===== config.mk =====
export PLATFORM = sky130hd
export DESIGN_NAME = jk_bank_arbiter_flat
export DESIGN_NICKNAME = d
export VERILOG_FILES = /design/src/rtl/jk_bank_arbiter_pkg.sv /design/src/rtl/jk_bank_arbiter_if.sv /design/src/rtl/jk_bank_arbiter_cell.sv /design/src/rtl/jk_bank_arbiter.sv /design/src/flat_wrapper.sv
export SDC_FILE = /design/constraint.sdc
export NUM_CORES = 1
export LEC_CHECK = 0
export CAP_MARGIN = 15
export CORE_MARGIN = 5
export CORE_UTILIZATION = 40
export CTS_CLUSTER_DIAMETER = 30
export DETAILED_ROUTE_END_ITERATION = 12
export PLACE_DENSITY = 0.79
export SYNTH_ARGS = -nofsm -noshare
export SYNTH_HDL_FRONTEND = slang
export SYNTH_HIERARCHICAL = 1
export SYNTH_SLANG_ARGS = --single-unit

===== constraint.sdc =====
create_clock -name clk -period 2 [get_ports clk]
set_clock_uncertainty 0.2 [all_clocks]
set_input_delay 0.2 -clock clk [delete_from_list [all_inputs] [get_ports clk]]
set_output_delay 0.2 -clock clk [all_outputs]
set_load 0.01 [all_outputs]

===== src/rtl/jk_bank_arbiter_pkg.sv =====
// jk_arb_pkg: shared JK op encoding for the JK bank arbiter.
package jk_arb_pkg;

    typedef logic [1:0] jk_op_t;

    localparam jk_op_t JK_HOLD = 2'b00;
    localparam jk_op_t JK_RST  = 2'b01;
    localparam jk_op_t JK_SET  = 2'b10;
    localparam jk_op_t JK_TGL  = 2'b11;

endpackage


===== src/rtl/jk_bank_arbiter_if.sv =====
// jk_bank_arbiter_if: requester command bus plus bank status outputs.
// master = requester side, slave = arbiter side.
interface jk_bank_arbiter_if #(
    parameter int NUM_REQ = 4,
    parameter int NUM_FF  = 8
);
    localparam int IDX_W = $clog2(NUM_FF);
    localparam int REQ_W = $clog2(NUM_REQ);

    logic [NUM_REQ-1:0]       req_valid;
    logic [NUM_REQ*IDX_W-1:0] req_idx;
    logic [NUM_REQ*2-1:0]     req_op;
    logic [NUM_REQ-1:0]       req_ready;
    logic [NUM_FF-1:0]        q;
    logic                     grant_vld;
    logic [REQ_W-1:0]         grant_id;
    logic                     err_oor;

    modport master (
        output req_valid, req_idx, req_op,
        input  req_ready, q, grant_vld, grant_id, err_oor
    );

    modport slave (
        input  req_valid, req_idx, req_op,
        output req_ready, q, grant_vld, grant_id, err_oor
    );

endinterface


===== src/rtl/jk_bank_arbiter_cell.sv =====
// jk_cell: one JK flip-flop with enable and synchronous active-high reset.
module jk_cell
    import jk_arb_pkg::*;
(
    input  logic clk,
    input  logic rst,
    input  logic en,
    input  logic j,
    input  logic k,
    output logic q
);

    logic r_q;

    // JK state update, only when this cell is addressed
    always_ff @(posedge clk) begin
        if (rst) begin
            r_q <= 1'b0;
        end else if (en) begin
            case ({j, k})
                JK_RST:  r_q <= 1'b0;
                JK_SET:  r_q <= 1'b1;
                JK_TGL:  r_q <= ~r_q;
                default: r_q <= r_q;
            endcase
        end
    end

    assign q = r_q;

endmodule


===== src/rtl/jk_bank_arbiter.sv =====
// jk_bank_arbiter: shares a bank of NUM_FF JK cells between NUM_REQ
// requesters, one accepted command per cycle.
// Build option: JK_ARB_FIXED_PRIO_EN selects fixed priority (requester 0
// highest) instead of round-robin; the rotating pointer is then absent.
module jk_bank_arbiter
    import jk_arb_pkg::*;
#(
    parameter int NUM_REQ = 4,
    parameter int NUM_FF  = 8
) (
    input  logic             clk,
    input  logic             rst,
    jk_bank_arbiter_if.slave bus
);

    localparam int IDX_W = $clog2(NUM_FF);
    localparam int REQ_W = $clog2(NUM_REQ);

    logic               w_win_vld;
    logic [REQ_W-1:0]   w_win_id;
    logic [IDX_W-1:0]   w_idx;
    jk_op_t             w_op;
    logic               w_oor;
    logic [NUM_FF-1:0]  w_en;
    logic [NUM_FF-1:0]  w_q;

    logic               r_grant_vld;
    logic [REQ_W-1:0]   r_grant_id;
    logic               r_err_oor;

`ifdef JK_ARB_FIXED_PRIO_EN
    // Winner select: lowest-numbered valid requester; held off during reset
    always_comb begin
        w_win_vld = 1'b0;
        w_win_id  = '0;
        for (int i = 0; i < NUM_REQ; i++) begin
            if (!w_win_vld && bus.req_valid[i]) begin
                w_win_vld = 1'b1;
                w_win_id  = REQ_W'(i);
            end
        end
        if (rst) w_win_vld = 1'b0;
    end
`else
    logic [REQ_W-1:0] r_rr_ptr;

    // Requester id i slots after the pointer, wrapping at NUM_REQ
    function automatic logic [REQ_W-1:0] rr_slot(input logic [REQ_W-1:0] ptr, input int i);
        int s;
        s = (int'(ptr) + i) % NUM_REQ;
        return REQ_W'(s);
    endfunction

    // Winner select: first valid requester scanning from the pointer
    always_comb begin
        w_win_vld = 1'b0;
        w_win_id  = '0;
        for (int i = 0; i < NUM_REQ; i++) begin
            if (!w_win_vld && bus.req_valid[rr_slot(r_rr_ptr, i)]) begin
                w_win_vld = 1'b1;
                w_win_id  = rr_slot(r_rr_ptr, i);
            end
        end
        if (rst) w_win_vld = 1'b0;
    end

    // Pointer moves just past the winner; idle cycles leave it alone
    always_ff @(posedge clk) begin
        if (rst) begin
            r_rr_ptr <= '0;
        end else if (w_win_vld) begin
            r_rr_ptr <= (w_win_id == REQ_W'(NUM_REQ - 1)) ? '0 : w_win_id + 1'b1;
        end
    end
`endif

    assign w_idx = bus.req_idx[int'(w_win_id)*IDX_W +: IDX_W];
    assign w_op  = bus.req_op[int'(w_win_id)*2 +: 2];
    assign w_oor = ({1'b0, w_idx} >= (IDX_W+1)'(NUM_FF));

    // One-hot ready for the winner only
    always_comb begin
        bus.req_ready = '0;
        if (w_win_vld) bus.req_ready[w_win_id] = 1'b1;
    end

    // Enable only the addressed cell; an out-of-range index matches none
    always_comb begin
        w_en = '0;
        for (int c = 0; c < NUM_FF; c++) begin
            w_en[c] = w_win_vld && (w_idx == IDX_W'(c));
        end
    end

    for (genvar g = 0; g < NUM_FF; g++) begin : g_cell
        jk_cell u_cell (
            .clk (clk),
            .rst (rst),
            .en  (w_en[g]),
            .j   (w_op[1]),
            .k   (w_op[0]),
            .q   (w_q[g])
        );
    end

    // Grant status and out-of-range pulse for the accepted command
    always_ff @(posedge clk) begin
        if (rst) begin
            r_grant_vld <= 1'b0;
            r_grant_id  <= '0;
            r_err_oor   <= 1'b0;
        end else begin
            r_grant_vld <= w_win_vld;
            r_err_oor   <= w_win_vld && w_oor;
            if (w_win_vld) r_grant_id <= w_win_id;
        end
    end

    assign bus.q         = w_q;
    assign bus.grant_vld = r_grant_vld;
    assign bus.grant_id  = r_grant_id;
    assign bus.err_oor   = r_err_oor;

endmodule


===== src/flat_wrapper.sv =====
// flat-port wrapper written by rule: the top's interface ports become plain ports
module jk_bank_arbiter_flat import jk_arb_pkg::*;
#(
    parameter int NUM_REQ = 4,
    parameter int NUM_FF  = 8
)
  (clk, rst, bus_req_valid, bus_req_idx, bus_req_op, bus_req_ready, bus_q, bus_grant_vld, bus_grant_id, bus_err_oor);
  jk_bank_arbiter_if #(.NUM_REQ(NUM_REQ), .NUM_FF(NUM_FF)) bus_i ();
  input  logic clk;
  input  logic rst;
  input wire logic [$bits(bus_i.req_valid)-1:0] bus_req_valid;
  input wire logic [$bits(bus_i.req_idx)-1:0] bus_req_idx;
  input wire logic [$bits(bus_i.req_op)-1:0] bus_req_op;
  output wire logic [$bits(bus_i.req_ready)-1:0] bus_req_ready;
  output wire logic [$bits(bus_i.q)-1:0] bus_q;
  output wire logic [$bits(bus_i.grant_vld)-1:0] bus_grant_vld;
  output wire logic [$bits(bus_i.grant_id)-1:0] bus_grant_id;
  output wire logic [$bits(bus_i.err_oor)-1:0] bus_err_oor;
  assign bus_i.req_valid = bus_req_valid;
  assign bus_i.req_idx = bus_req_idx;
  assign bus_i.req_op = bus_req_op;
  assign bus_req_ready = bus_i.req_ready;
  assign bus_q = bus_i.q;
  assign bus_grant_vld = bus_i.grant_vld;
  assign bus_grant_id = bus_i.grant_id;
  assign bus_err_oor = bus_i.err_oor;
  jk_bank_arbiter #(.NUM_REQ(NUM_REQ), .NUM_FF(NUM_FF)) u_core (.clk(clk), .rst(rst), .bus(bus_i));
endmodule

==> results.yml, run 1 <==
run_status:
  status: "finished with violations"
  failed_checks: "setup timing"
sta:
  rsz0062_at_grt: "yes"
  holdWs_ns: 0.268
  drv_slew: 0
  fin_crit_sh: 1.13
  setup_slack_ns: -0.268
  fin_crit_ns: 2.27
  hold_viol: 0
  clock.fmax_ghz: 0.441
  setup_viol: 12
  setup_tns_ns: -2.59
logic_synthesis:
  synthFlopType: "dfxtp_1"
  synth.most_common_cell: "dfxtp_1"
  synth_area_leaders: "dfxtp_1 22%, a21bo_1 6.9%, a211oi_1 6.5%, a21oi_2 6.0%, mux2i_1 6.0%"
  avgSynthCellArea_um2: 9.66
  synth.distinct_cells: 41
  syn_area_um2: 1160
  synth_area_leader_cell: "dfxtp_1"
  syn_nets: 150
  netlist_instances: 120
  synth_edf_count: 0
  yosys_warnings: 6
  yosys-top-cells-count: "13 x dfxtp_1, 10 x a211oi_1, 8 x a21bo_1, 8 x a21oi_2, 8 x nand3b_1"
  synthArstFlopShare: 0
  yosys.area.top_type_share: 0.225
  ys_seq_area_frac: 0.225
  ys_ff_latch: 13
route:
  vias: 1240
  drt_pass1_iterations: 4
  drc: 0
  vias_per_cell: 5.71
  wl_per_cell_um: 18.1
  wirelength_um: 3930
  drtAntennaViolNets: 0
  drtIter0Drc: 33
placed_design:
  dp_hpwl_um: 2820
  gp_congestion: 0.847
  io_buffers: 40
  post_dp_cell_area_um2: 1820
hold_path:
  hold_path.class: "flop to flop"
cts:
  path_clk_slew_ns: 0.09
  cts_buffers: 3
  h-tree-depth: 1
  clkLatencyLatePin_ns: 0.28
  cts.sinks: 13
  cts_buffer_depth: 2
  root_buffer: "clkbuf_4"
  cts_tree: "done"
finish:
  fin_nets: 217
  final_cell_area_um2: 2010
  n_antenna_cell: 0
  synthToLayoutAreaGrowth_pct: 73.7
  fillCellCount: 180
  drive_gt1_frac: 0.500
  final_core_utilization: 0.730
worst_setup_path:
  path_max_fanout: 5
  critPathSlowestCell: "dfxtp_4"
  rr_startpoint: "u_core/r_rr_ptr[0]$_SDFFE_PP0P_"
  crit_end: "u_core/g_cell[6].u_cell/q$_SDFFE_PP0P_"
  end_kind: "flop"
  cp-startpoint: "u_core/r_rr_ptr[0]$_SDFFE_PP0P_"
  start_kind: "flop"
  rrSetupSlack_ns: -0.27
  cpPeakStageDelay_ns: 0.37
  required_ns: 2.03
  crit_chain: "and2b_4 > nor4_4 > buf_6 > o21ai_2 > a211o_4 > a211oi_2 > nand3b_1 > a21oi_2"
  crit_type: "flop to flop"
  critPathArrivalTime_ns: 2.30
  r2r_end: "u_core/g_cell[6].u_cell/q$_SDFFE_PP0P_"
  rr_worst_depth: 8
global_route:
  grt-ovfl-total: 0
  grt_first_pass_wirelength_um: 6150
  track_usage: 0.184
  first_global_vias: 1290
  grt_max_degree: 13
  grt_antenna_before_repair: 0
power:
  cellPowerDensity_nw_per_um2: 740
  power.switching_mw: 0.634
  seqPwrFrac: 0.225
  power_mw: 1.49
  pwr-share-comb: 0.660
  irDropWorstVdd_mv: 0.503
  p_leak_nw: 0.750
  power.internal_mw: 0.856
  switching_share: 0.425
  p_clk_frac: 0.115
floorplanning:
  dieArea_um2: 4070
  die_h_um: 63.8
  ios: 42
  die_x_um: 63.8
  row_count: 19
  core_um2: 2760
  start_util: 0.420
job:
  cap_viol_max_count: 0
-- area by class of cell --
| type | instances | area (µm²) | area share |
|---|---|---|---|
| inverters | 3 | 16.3 | 0.00808 |
| multi-input cells | 100 | 1070 | 0.533 |
| well taps | 31 | 38.8 | 0.0193 |
| repair buffers | 66 | 589 | 0.293 |
| flip-flops and latches | 13 | 268 | 0.133 |
| clock inverters | 1 | 5.00 | 0.00249 |
| clock buffers | 3 | 22.5 | 0.0112 |
-- worst min path at each step --
| stage | startpoint | to | slack (ns) | cells past startpoint |
|---|---|---|---|---|
| 2_1_floorplan | rst | u_core/r_rr_ptr[0]$_SDFFE_PP0P_ | 0.06 | 1 |
| 3_3_place_gp | u_core/bus.grant_id[1]$_SDFFE_PP0P_ | u_core/bus.grant_id[1]$_SDFFE_PP0P_ | 0.24 | 2 |
| 3_5_place_dp | u_core/bus.grant_id[1]$_SDFFE_PP0P_ | u_core/bus.grant_id[1]$_SDFFE_PP0P_ | 0.26 | 2 |
| 4_1_cts | u_core/bus.grant_id[1]$_SDFFE_PP0P_ | u_core/bus.grant_id[1]$_SDFFE_PP0P_ | 0.27 | 2 |
| 5_1_grt | u_core/bus.grant_id[0]$_SDFFE_PP0P_ | u_core/bus.grant_id[0]$_SDFFE_PP0P_ | 0.30 | 2 |
| 6_report | u_core/bus.grant_id[1]$_SDFFE_PP0P_ | u_core/bus.grant_id[1]$_SDFFE_PP0P_ | 0.27 | 2 |
-- power groups by stage --
| stage | logic [mW] | clock network (mW) | registers, mW |
|---|---|---|---|
| 2_1_floorplan | 0.538 | 0 | 0.328 |
| 3_3_place_gp | 0.822 | 0 | 0.330 |
| 3_5_place_dp | 0.855 | 0 | 0.333 |
| 4_1_cts | 0.913 | 0.174 | 0.334 |
| 5_1_grt | 1.05 | 0.192 | 0.343 |
| 6_report | 0.983 | 0.171 | 0.335 |
-- critical path: cells and delay by family (launching register included) --
family	cells	cell delay, ns
AOI/OAI and AO/OA	4	0.85
and+or+nand+nor	3	0.60
DFF	1	0.37
buffers and inverters	1	0.19
-- cell usage in the layout (no fill, tap or decap), types with 2 or more instances in the layout --
| master | instances |
|---|---|
| buf_4 | 21 |
| ha_1 | 2 |
| ha_2 | 2 |
| clkdlybuf4s50_1 | 32 |
| a211oi_2 | 8 |
| buf_2 | 3 |
| dfxtp_4 | 2 |
| dlygate4sd2_1 | 4 |
| nand3_2 | 2 |
| buf_6 | 5 |
| clkbuf_4 | 3 |
| nand2b_1 | 2 |
| a32o_2 | 2 |
| a21bo_1 | 8 |
| o21ai_4 | 2 |
| dfxtp_1 | 11 |
| nand4_4 | 2 |
| mux2i_1 | 5 |
| and2_1 | 4 |
| nand3b_1 | 8 |
| a21oi_2 | 8 |
| nor2_4 | 2 |
| a211o_4 | 2 |
| nor2b_4 | 3 |
| nand3_1 | 2 |
| nand2_1 | 5 |
| nor4_2 | 4 |
| nand3_4 | 2 |
| a21oi_1 | 3 |
| a211oi_4 | 2 |
| a32oi_2 | 2 |
-- registers in the layout (all words and copies together), names as in the netlist --
signal                  count
u_core/bus.grant_id         2
u_core/bus.grant_vld        1
u_core/g_cell.u_cell/q      8
u_core/r_rr_ptr             2
-- through the flow --
stage / setup WS, ns / instances
6_report: -0.268 / 217
5_1_grt: -0.359 / 217
4_1_cts: -0.238 / 216
3_5_place_dp: -0.697 / 209
3_3_place_gp: -0.645 / 209
2_1_floorplan: -0.112 / 120
-- routing by layer --
metal	GRT usage	share of wire
met5	0	0
met4	0.0416	0.023
met3	0.0420	0.034
met2	0.348	0.55
met1	0.206	0.39
-- timing repair --
item,in CTS,in global routing
buffers inserted,5,2
gates resized for setup,38,14
hold buffers,0,0
pin swaps,17,6
endpoints found under the setup margin,14,13
-- cells by family (layout without fill, tap and decap cells) --
kind of cell / after synthesis / after routing / share of synthesized area
and+or+nand+nor: 47 / 47 / 0.334
other: 1 / 1 / 0.00324
DFF: 13 / 13 / 0.225
muxes: 7 / 7 / 0.0605
AOI/OAI and AO/OA: 41 / 41 / 0.298
buffers and inverters: 7 / 73 / 0.0367
adders and majority gates: 4 / 4 / 0.0432
(Power assumes the default switching activity.)
==> run 2: changes to the inputs <==
--- a/config.mk
+++ b/config.mk
@@ -5,12 +5,15 @@
 export SDC_FILE = /design/constraint.sdc
 export NUM_CORES = 1
 export LEC_CHECK = 0
+export ABC_AREA = 1
+export ABC_CLOCK_PERIOD_IN_PS = 2000
 export CAP_MARGIN = 15
 export CORE_MARGIN = 5
-export CORE_UTILIZATION = 40
+export CORE_UTILIZATION = 41
 export CTS_CLUSTER_DIAMETER = 30
 export DETAILED_ROUTE_END_ITERATION = 12
 export PLACE_DENSITY = 0.79
+export SKIP_LAST_GASP = 1
 export SYNTH_ARGS = -nofsm -noshare
 export SYNTH_HDL_FRONTEND = slang
 export SYNTH_HIERARCHICAL = 1
==> run 2 against run 1 <==
The flow still finishes with violations (setup timing). Sequential share of layout area shrank 1.2 points. Sequential cell count is the same. First-iteration DRC count grew to 3.0 times the previous value. Critical path type unchanged. Maximum frequency shrank 7.2%. Register-to-register slack lost 0.18 ns. Final cell count grew 47%. Highest routed layer unchanged.
==> results.yml, run 2 <==
worst_setup_path:
  critPathArrivalTime_ns: 2.44
  rr_startpoint: "u_core/r_rr_ptr[0]$_SDFFE_PP0P_"
  crit_type: "flop to flop"
  start_kind: "flop"
  required_ns: 1.99
  path_max_fanout: 6
  cpPeakStageDelay_ns: 0.44
  end_kind: "flop"
  crit_top_cell: "nand2_4"
  rr_worst_depth: 16
  crit_chain: "buf_6 > nand2_4 > nand3_4 > nand2_4 > nor2_4 > nand4_1 > nand2_4 > buf_4 > buf_4 > nand3_1 > nand2_2 > nand2_2 > nor2_4 > nand3_1 > nand2_1 > nor2_1"
  r2r_end: "u_core/g_cell[1].u_cell/q$_SDFFE_PP0P_"
  rrSetupSlack_ns: -0.44
  critPathSlowestCell: "dfxtp_4"
global_route:
  track_usage: 0.164
  grt_max_degree: 11
  grt_antenna_before_repair: 0
  grt_first_pass_wirelength_um: 5680
  grt-ovfl-total: 0
  first_global_vias: 1391
finish:
  synthToLayoutAreaGrowth_pct: 76.6
  drive_gt1_frac: 0.393
  largest_reg_flops: 8
  multi_input_area_um2: 1090
  layout_common_cells: "45 x nand2_1, 36 x clkdlybuf4s50_1, 25 x nand3_1, 23 x inv_1, 22 x buf_4"
  n_antenna_cell: 0
  seq_area_um2: 268
  layout_commonest_cell: "nand2_1"
  fillCellCount: 213
  fin_nets: 316
hold_path:
  hold-path-cell-count: 2
  hold_path.class: "flop to flop"
  hold_start: "u_core/g_cell[2].u_cell/q$_SDFFE_PP0P_"
  whs_endpoint: "u_core/g_cell[2].u_cell/q$_SDFFE_PP0P_"
route:
  drt_pass1_iterations: 4
  vias: 1586
  wl_per_cell_um: 12.9
  drtIter0Drc: 98
  vias_per_cell: 4.99
  drc: 0
  wirelength_um: 4100
  drtAntennaViolNets: 0
cts:
  cts_buffer_depth: 2
  cts_buffers: 3
  cts_tree: "done"
  cts.sinks: 13
  h-tree-depth: 1
  path_clk_slew_ns: 0.09
  clkLatencyLatePin_ns: 0.29
  root_buffer: "clkbuf_4"
logic_synthesis:
  yosys_warnings: 6
  yosys-top-cells-count: "65 x nand2_1, 26 x inv_1, 26 x nand3_1, 26 x nor2_1, 13 x dfxtp_1"
  avgSynthCellArea_um2: 5.80
  synthArstFlopShare: 0
  syn_area_um2: 1250
  syn_nets: 246
  synth_area_leaders: "dfxtp_1 21%, nand2_1 19%, nand3_1 10%, inv_1 7.8%, nor2_1 7.8%"
  ys_ff_latch: 13
  synth.most_common_cell: "nand2_1"
  netlist_instances: 216
  synth_edf_count: 0
  ys_seq_area_frac: 0.208
  synth.distinct_cells: 22
  synthFlopType: "dfxtp_1"
  yosys.area.top_type_share: 0.208
  synth_area_leader_cell: "dfxtp_1"
sta:
  fin_crit_ns: 2.44
  fin_crit_sh: 1.22
  clock.fmax_ghz: 0.409
  rsz0062_at_grt: "yes"
  setup_viol: 17
  drv_slew: 0
  hold_viol: 0
  setup_slack_ns: -0.444
  setup_tns_ns: -5.60
job:
  cap_viol_max_count: 0
floorplanning:
  die_h_um: 65.3
  start_util: 0.417
  die_x_um: 65.3
  dieArea_um2: 4260
  row_count: 20
  core_um2: 3000
  ios: 42
placed_design:
  gp_congestion: 0.893
  dp_hpwl_um: 2570
  io_buffers: 40
run_status:
  failed_checks: "setup timing"
  status: "finished with violations"
[run 2: through the flow]
| step | hold WS [ns] | utilization | area [µm²] | setup slack [ns] | std cells |
|---|---|---|---|---|---|
| 2_1_floorplan | 0.0617 | - | 1270 | -0.103 | 216 |
| 3_3_place_gp | 0.291 | 0.604 | 1810 | -0.648 | 304 |
| 3_5_place_dp | 0.298 | 0.604 | 1810 | -0.710 | 304 |
| 4_1_cts | 0.321 | 0.651 | 1960 | -0.354 | 315 |
| 5_1_grt | 0.331 | 0.738 | 2210 | -0.569 | 318 |
| 6_report | 0.310 | 0.738 | 2210 | -0.444 | 318 |
[run 2: cells by family (layout without fill, tap and decap cells)]
family,after synthesis,count (layout),share of synthesized area
AND/OR/NAND/NOR,140,140,0.528
buffers and inverters,37,106,0.136
AO/OA/AOI/OAI,21,21,0.0858
flip-flops,13,13,0.208
adder cells (fa/ha/maj),4,4,0.0399
other,1,1,0.00299
[run 2: how the worst max path moves through the flow]
| stage | start | endpoint | slack (ns) | depth (start not counted) |
|---|---|---|---|---|
| final | u_core/r_rr_ptr[0]$_SDFFE_PP0P_ | u_core/g_cell[1].u_cell/q$_SDFFE_PP0P_ | -0.44 | 16 |
| after detailed placement | bus_req_valid[0] | bus_req_ready[3] | -0.71 | 14 |
| after CTS | u_core/r_rr_ptr[0]$_SDFFE_PP0P_ | bus_req_ready[3] | -0.35 | 14 |
| after global routing | u_core/r_rr_ptr[0]$_SDFFE_PP0P_ | u_core/g_cell[4].u_cell/q$_SDFFE_PP0P_ | -0.57 | 17 |
| after global placement | bus_req_valid[0] | bus_req_ready[3] | -0.65 | 14 |
| after floorplan | u_core/r_rr_ptr[0]$_SDFFE_PP0P_ | u_core/g_cell[1].u_cell/q$_SDFFE_PP0P_ | -0.10 | 16 |
[run 2: repair_timing]
item                                   CTS  global route
setup endpoints to repair               12            17
hold buffers                             0             0
buffers inserted                         7             3
endpoints found under the hold margin    0             0
pin swaps                               16            24
cloned                                   0             1
resized for setup                       43            64
[run 2: routing by layer]
metal	vias up	track usage	wire [µm]
met2	44	0.292	2120
met3	6	0.0427	207
li1	819	-	-
met5	-	0	0
met4	0	0.0130	34
met1	717	0.206	1740
[run 2: critical path: cells and delay by family, from the launching register on]
family                 cells  cell delay [ns]
AND/OR/NAND/NOR           13             1.31
flip-flops                 1             0.44
buffers and inverters      3             0.40
[run 2: area by class of cell]
type                       count  share of cell area
clock inverter                 1             0.00226
tap                           33              0.0186
clock buffer                   3              0.0102
multi-input combinational    166               0.493
sequential                    13               0.121
inverter                      31              0.0633
timing repair buffer          71               0.292
Power of run 2 is not shown: default switching activity piles up to over one toggle a cycle in this logic, so the estimate is an artifact.
